--- src/rtl/popcnt_seq_acc_if.sv ---
// Handshake bundle for popcnt_seq_acc: word input stream and packet-total output stream.
interface popcnt_seq_acc_if #(
    parameter int unsigned WIDTH = 128,
    parameter int unsigned ACC_W = 16
) ();

    logic             in_valid;
    logic             in_ready;
    logic [WIDTH-1:0] in_data;
    logic             in_last;
    logic             out_valid;
    logic             out_ready;
    logic [ACC_W-1:0] out_count;
    logic             out_sat;

    // Source of words / sink of totals.
    modport master (
        output in_valid,
        output in_data,
        output in_last,
        output out_ready,
        input  in_ready,
        input  out_valid,
        input  out_count,
        input  out_sat
    );

    // The counting block.
    modport slave (
        input  in_valid,
        input  in_data,
        input  in_last,
        input  out_ready,
        output in_ready,
        output out_valid,
        output out_count,
        output out_sat
    );

endinterface

--- src/rtl/popcnt_seq_acc.sv ---
// Sequential population counter: takes WIDTH-bit words over valid/ready, counts CHUNK bits
// per cycle, accumulates a saturating total across a packet ended by in_last and hands the
// total downstream over valid/ready.
module popcnt_seq_acc #(
    parameter int unsigned WIDTH = 128,
    parameter int unsigned CHUNK = 16,
    parameter int unsigned ACC_W = 16
) (
    input logic             clk,
    input logic             rst_n,
    popcnt_seq_acc_if.slave bus
);

    localparam int unsigned NCH    = WIDTH / CHUNK;
    localparam int unsigned CIDX_W = (NCH > 1) ? $clog2(NCH) : 1;
    localparam int unsigned PC_W   = $clog2(CHUNK + 1);
    localparam int unsigned SUM_W  = ACC_W + 1;

    typedef enum logic [1:0] {
        StIdle,
        StCount,
        StDone
    } state_e;

    state_e state_q, state_d;

    // Captured word, viewed as NCH chunks so the active chunk is a plain array select.
    logic [NCH-1:0][CHUNK-1:0] word_q, word_d;
    logic                      last_q, last_d;
    logic [CIDX_W-1:0]         idx_q, idx_d;
    logic [ACC_W-1:0]          acc_q, acc_d;
    logic                      sat_q, sat_d;

    logic [CHUNK-1:0] chunk;
    logic [PC_W-1:0]  chunk_pc;
    logic [SUM_W-1:0] sum;
    logic             last_chunk;

    // State register.
    always_ff @(posedge clk) begin
        if (!rst_n) begin
            state_q <= StIdle;
        end else begin
            state_q <= state_d;
        end
    end

    // Next-state logic.
    always_comb begin
        state_d = state_q;
        unique case (state_q)
            StIdle: begin
                if (bus.in_valid) begin
                    state_d = StCount;
                end
            end
            StCount: begin
                if (last_chunk) begin
                    state_d = last_q ? StDone : StIdle;
                end
            end
            StDone: begin
                if (bus.out_ready) begin
                    state_d = StIdle;
                end
            end
            default: state_d = StIdle;
        endcase
    end

    // Outputs depend on state and held registers only, never on the inputs.
    always_comb begin
        bus.in_ready  = (state_q == StIdle);
        bus.out_valid = (state_q == StDone);
        bus.out_count = acc_q;
        bus.out_sat   = sat_q;
    end

    // Popcount of the active chunk and its saturating sum with the accumulator.
    always_comb begin
        chunk      = word_q[idx_q];
        last_chunk = (idx_q == CIDX_W'(NCH - 1));
        chunk_pc   = '0;
        for (int i = 0; i < CHUNK; i++) begin
            chunk_pc = chunk_pc + PC_W'(chunk[i]);
        end
        sum = {1'b0, acc_q} + SUM_W'(chunk_pc);
    end

    // Datapath next-state: capture in IDLE, accumulate in COUNT, clear on delivery.
    always_comb begin
        word_d = word_q;
        last_d = last_q;
        idx_d  = idx_q;
        acc_d  = acc_q;
        sat_d  = sat_q;
        unique case (state_q)
            StIdle: begin
                if (bus.in_valid) begin
                    word_d = bus.in_data;
                    last_d = bus.in_last;
                    idx_d  = '0;
                end
            end
            StCount: begin
                // Carry out of the ACC_W-bit range means the total no longer fits.
                if (sum[ACC_W]) begin
                    acc_d = '1;
                    sat_d = 1'b1;
                end else begin
                    acc_d = sum[ACC_W-1:0];
                end
                idx_d = last_chunk ? '0 : idx_q + 1'b1;
            end
            StDone: begin
                if (bus.out_ready) begin
                    acc_d = '0;
                    sat_d = 1'b0;
                end
            end
            default: ;
        endcase
    end

    // Datapath registers; reset drops any partial or pending packet.
    always_ff @(posedge clk) begin
        if (!rst_n) begin
            word_q <= '0;
            last_q <= 1'b0;
            idx_q  <= '0;
            acc_q  <= '0;
            sat_q  <= 1'b0;
        end else begin
            word_q <= word_d;
            last_q <= last_d;
            idx_q  <= idx_d;
            acc_q  <= acc_d;
            sat_q  <= sat_d;
        end
    end

endmodule
--- src/flat_wrapper.sv ---
// flat-port wrapper written by rule: the top's interface ports become plain ports
module popcnt_seq_acc_flat 
#(
    parameter int unsigned WIDTH = 128,
    parameter int unsigned CHUNK = 16,
    parameter int unsigned ACC_W = 16
)
  (clk, rst_n, bus_in_valid, bus_in_data, bus_in_last, bus_out_ready, bus_in_ready, bus_out_valid, bus_out_count, bus_out_sat);
  popcnt_seq_acc_if #(.WIDTH(WIDTH), .ACC_W(ACC_W)) bus_i ();
  input logic clk;
  input logic rst_n;
  input wire logic [$bits(bus_i.in_valid)-1:0] bus_in_valid;
  input wire logic [$bits(bus_i.in_data)-1:0] bus_in_data;
  input wire logic [$bits(bus_i.in_last)-1:0] bus_in_last;
  input wire logic [$bits(bus_i.out_ready)-1:0] bus_out_ready;
  output wire logic [$bits(bus_i.in_ready)-1:0] bus_in_ready;
  output wire logic [$bits(bus_i.out_valid)-1:0] bus_out_valid;
  output wire logic [$bits(bus_i.out_count)-1:0] bus_out_count;
  output wire logic [$bits(bus_i.out_sat)-1:0] bus_out_sat;
  assign bus_i.in_valid = bus_in_valid;
  assign bus_i.in_data = bus_in_data;
  assign bus_i.in_last = bus_in_last;
  assign bus_i.out_ready = bus_out_ready;
  assign bus_in_ready = bus_i.in_ready;
  assign bus_out_valid = bus_i.out_valid;
  assign bus_out_count = bus_i.out_count;
  assign bus_out_sat = bus_i.out_sat;
  popcnt_seq_acc #(.WIDTH(WIDTH), .CHUNK(CHUNK), .ACC_W(ACC_W)) u_core (.clk(clk), .rst_n(rst_n), .bus(bus_i));
endmodule
--- config.mk ---
export PLATFORM = sky130hd
export DESIGN_NAME = popcnt_seq_acc_flat
export DESIGN_NICKNAME = d
export VERILOG_FILES = /design/src/rtl/popcnt_seq_acc_if.sv /design/src/rtl/popcnt_seq_acc.sv /design/src/flat_wrapper.sv
export SDC_FILE = /design/constraint.sdc
export NUM_CORES = 1
export LEC_CHECK = 0
export BUFFER_PORTS_ARGS = -buffer_cell sky130_fd_sc_hd__buf_2
export CAP_MARGIN = 40
export CORE_MARGIN = 2
export CORE_UTILIZATION = 33
export DETAILED_ROUTE_END_ITERATION = 10
export GPL_ROUTABILITY_DRIVEN = 1
export GPL_TIMING_DRIVEN = 0
export PLACE_DENSITY = 0.49
export SLEW_MARGIN = 20
export SYNTH_ARGS = -nofsm -noshare
export SYNTH_HDL_FRONTEND = slang
export SYNTH_SLANG_ARGS = --single-unit
--- constraint.sdc ---
create_clock -name clk -period 14.5 [get_ports clk]
set_clock_uncertainty 0.05 [all_clocks]
set_input_delay 1.45 -clock clk [delete_from_list [all_inputs] [get_ports clk]]
set_output_delay 1.45 -clock clk [all_outputs]
set_load 0.05 [all_outputs]
==> out/qor.yml <==
die:
  pin_count: 152
  start_util: 0.335
  die_w_um: 150
  die_h_um: 150
  die-area_um2: 22500
  core-area_um2: 21000
  rows: 53
clock_tree:
  cts_buffers: 17
  clk_pin_slew_worst_paths_ns: 0.06
  clkLatencyLatePin_ns: 0.43
  hold_buffers: 0
  postCtsResizedCells: 0
  root_buffer: "clkbuf_16"
  cts_buffer_depth: 2
  cts_tree: "done"
  htreeDepth: 4
  cts_setup_buffers: 0
  clock-sinks: 151
global_routing:
  grt_busiest_layer: "met2"
  grtUsageMet2: 0.322
  grt-ovfl-total: 0
  use_met3: 0.0369
  antenna_found_initial: 0
  grt_pass1_vias: 6100
  track_usage: 0.201
  grt_max_degree: 17
  grt_pass1_wl_um: 33800
  met1_usage: 0.279
layout:
  drive_gt1_frac: 0.275
  synthToLayoutAreaGrowth_pct: 24.5
  mostFrequentLayoutCell: "nand2_1"
  nets: 1127
  final_cell_mix: "266 x nand2_1, 180 x buf_2, 151 x dfxtp_1"
  fin_util: 0.417
  diodes: 0
sta:
  worst_slew_pin_slew_ns: 0.690
  finalHoldViolCount: 0
  period_minus_slack_ns: 6.89
  finalSetupTns_ns: 0
  fmax_ghz: 0.145
  hold_slack_ns: 0.400
  finalSetupViolations: 0
  period_share: 0.475
  grt_setup_unrepaired: "no"
  max_slew_margin: 0.540
  slew_violations: 0
synthesis:
  synth_warnings: 0
  syn_nets: 956
  ys_seq_area_frac: 0.431
  synth_area_um2: 7020
  synth_enable_flop_cells: 0
  yosys.cell_types.count: 55
  ys.flop_type: "dfxtp_1"
  avgSynthCellArea_um2: 8.77
  async_flop_share: 0
  yosys_register_bits: 151
  synth_cells: 800
critical_path:
  slowest_stage: "fa_1"
  slowest_delay_ns: 0.55
  end_kind: "flip-flop"
  crit_arrival_ns: 7.15
  cp_max_fo: 10
  cp_common_cell: "fa_1"
  crit_type: "reg2reg"
  crit_chain: "buf_2 -> clkbuf_1 -> buf_6 -> mux4_2 -> mux2_2 -> ha_1 -> fa_1 -> fa_1 -> fa_1 -> inv_1 -> fa_1 -> fa_1 -> fa_1 -> xnor2_1 -> ha_1 -> nor2b_4 -> o31a_4 -> o211ai_2 -> buf_6 -> o21ai_0 -> a32o_1"
  startpoint_type: "flip-flop"
  required_ns: 14.76
detailed_routing:
  wl_per_cell_um: 17.5
  ant_nets: 0
  wl_um: 22100
  drt_iter0_markers: 312
  drcViolationCount: 0
  firstDrtPassIters: 4
  via_per_inst: 4.95
  vias: 6228
placement:
  gp_congestion: 0.828
  place.detailed.hpwl_um: 17100
  portBuffers: 151
pwr:
  vdd_drop_max_v: 0.0000682
  p_leak_uw: 0.00357
  p_per_area_nw_per_um2: 127
  p_total_uw: 1110
hold_path:
  min-delay-path-class: "reg2reg"
flow_run:
  maxCapViolations: 0
outcome:
  status: "finished, final reports clean"
[cells in the mapped netlist, types with 2 or more instances]
| cell | count | share of area |
|---|---|---|
| nand3_1 | 8 | 0.0057 |
| buf_2 | 29 | 0.021 |
| o21a_1 | 4 | 0.0043 |
| nor2_1 | 10 | 0.0053 |
| and3_1 | 2 | 0.0018 |
| mux4_2 | 32 | 0.10 |
| o31ai_1 | 3 | 0.0032 |
| a31oi_1 | 2 | 0.0018 |
| clkbuf_1 | 23 | 0.012 |
| buf_6 | 3 | 0.0048 |
| nand2_1 | 266 | 0.14 |
| o21ai_0 | 13 | 0.0093 |
| nor2b_1 | 3 | 0.0027 |
| a41oi_1 | 2 | 0.0025 |
| mux2i_1 | 12 | 0.017 |
| ha_1 | 12 | 0.021 |
| xnor2_1 | 2 | 0.0025 |
| a22o_1 | 3 | 0.0037 |
| fa_1 | 11 | 0.031 |
| xor2_1 | 2 | 0.0025 |
| inv_1 | 16 | 0.0086 |
| nand2b_1 | 2 | 0.0018 |
| a21oi_1 | 143 | 0.10 |
| dfxtp_1 | 151 | 0.43 |
| mux2_2 | 7 | 0.011 |
| o311ai_0 | 2 | 0.0025 |
| a311oi_1 | 4 | 0.0050 |
| nand4_1 | 3 | 0.0027 |
| a21o_1 | 3 | 0.0032 |
| nor3_1 | 2 | 0.0014 |
[state kept, by name, summed over array words and instances (netlist names)]
register and cells:
u_core.word_q 128, u_core.state_q 2, u_core.bus.out_sat 1, u_core.idx_q 3, u_core.last_q 1, u_core.bus.out_count 16
[layer usage]
metal	vias to the layer above	wire length (um)
met2	149	10400
met4	0	366
met5	-	0
met3	22	826
li1	3082	-
met1	2975	10500
[cells by family (layout without fill, tap and decap cells)]
family / count (synthesis) / after routing / synth area share
and+or+nand+nor: 306 / 306 / 0.176
muxes: 51 / 51 / 0.131
adders and majority gates: 23 / 23 / 0.0528
DFF: 151 / 151 / 0.431
AOI/OAI and AO/OA: 191 / 191 / 0.155
xor gates and xnor gates: 4 / 4 / 0.00499
buffers and inverters: 74 / 258 / 0.0487
[path summary, 6_finish.rpt]
check	from	endpoint	slack (ns)	cells after the start
min reg2reg	u_core.word_q[124]$_SDFFE_PN0P_	u_core.word_q[124]$_SDFFE_PN0P_	0.40	2
min	u_core.word_q[124]$_SDFFE_PN0P_	u_core.word_q[124]$_SDFFE_PN0P_	0.40	2
max reg2reg	u_core.idx_q[1]$_SDFFE_PN0P_	u_core.bus.out_count[6]$_SDFFE_PN0P_	7.61	21
max	u_core.idx_q[1]$_SDFFE_PN0P_	u_core.bus.out_count[6]$_SDFFE_PN0P_	7.61	21
[where the power goes]
part           switching, uW  total, uW  internal (uW)
Clock                    188        457            269
Combinational            117        201           83.5
Sequential              13.9        452            438
[metrics by stage]
step | cells | setup WS (ns) | instance area (um^2)
after floorplan | 800 | 8.09 | 7020
after global placement | 1226 | 7.31 | 8120
after detailed placement | 1227 | 7.62 | 8130
after CTS | 1259 | 7.60 | 8740
after global routing | 1259 | 7.37 | 8740
final | 1259 | 7.61 | 8740
[layout make-up]
class,count,area (um^2)
fillers,2261,12200
multi-input cells,575,3650
flip-flops and latches,151,3020
repair buffers,152,767
clock buffers,20,467
well taps,275,344
plain buffers,57,278
clock inverters,12,140
inverters,17,63.8
[worst max-delay path: cells and delay by family (launching register included)]
family	cells	cell delay (ns)
flops	1	0.33
simple gates	1	0.15
mux	2	0.59
buf+inv	5	1.03
compound gates	4	0.81
xor+xnor	1	0.15
fa+ha+maj	8	3.68
Note: power is estimated with default switching activity, not from simulation.
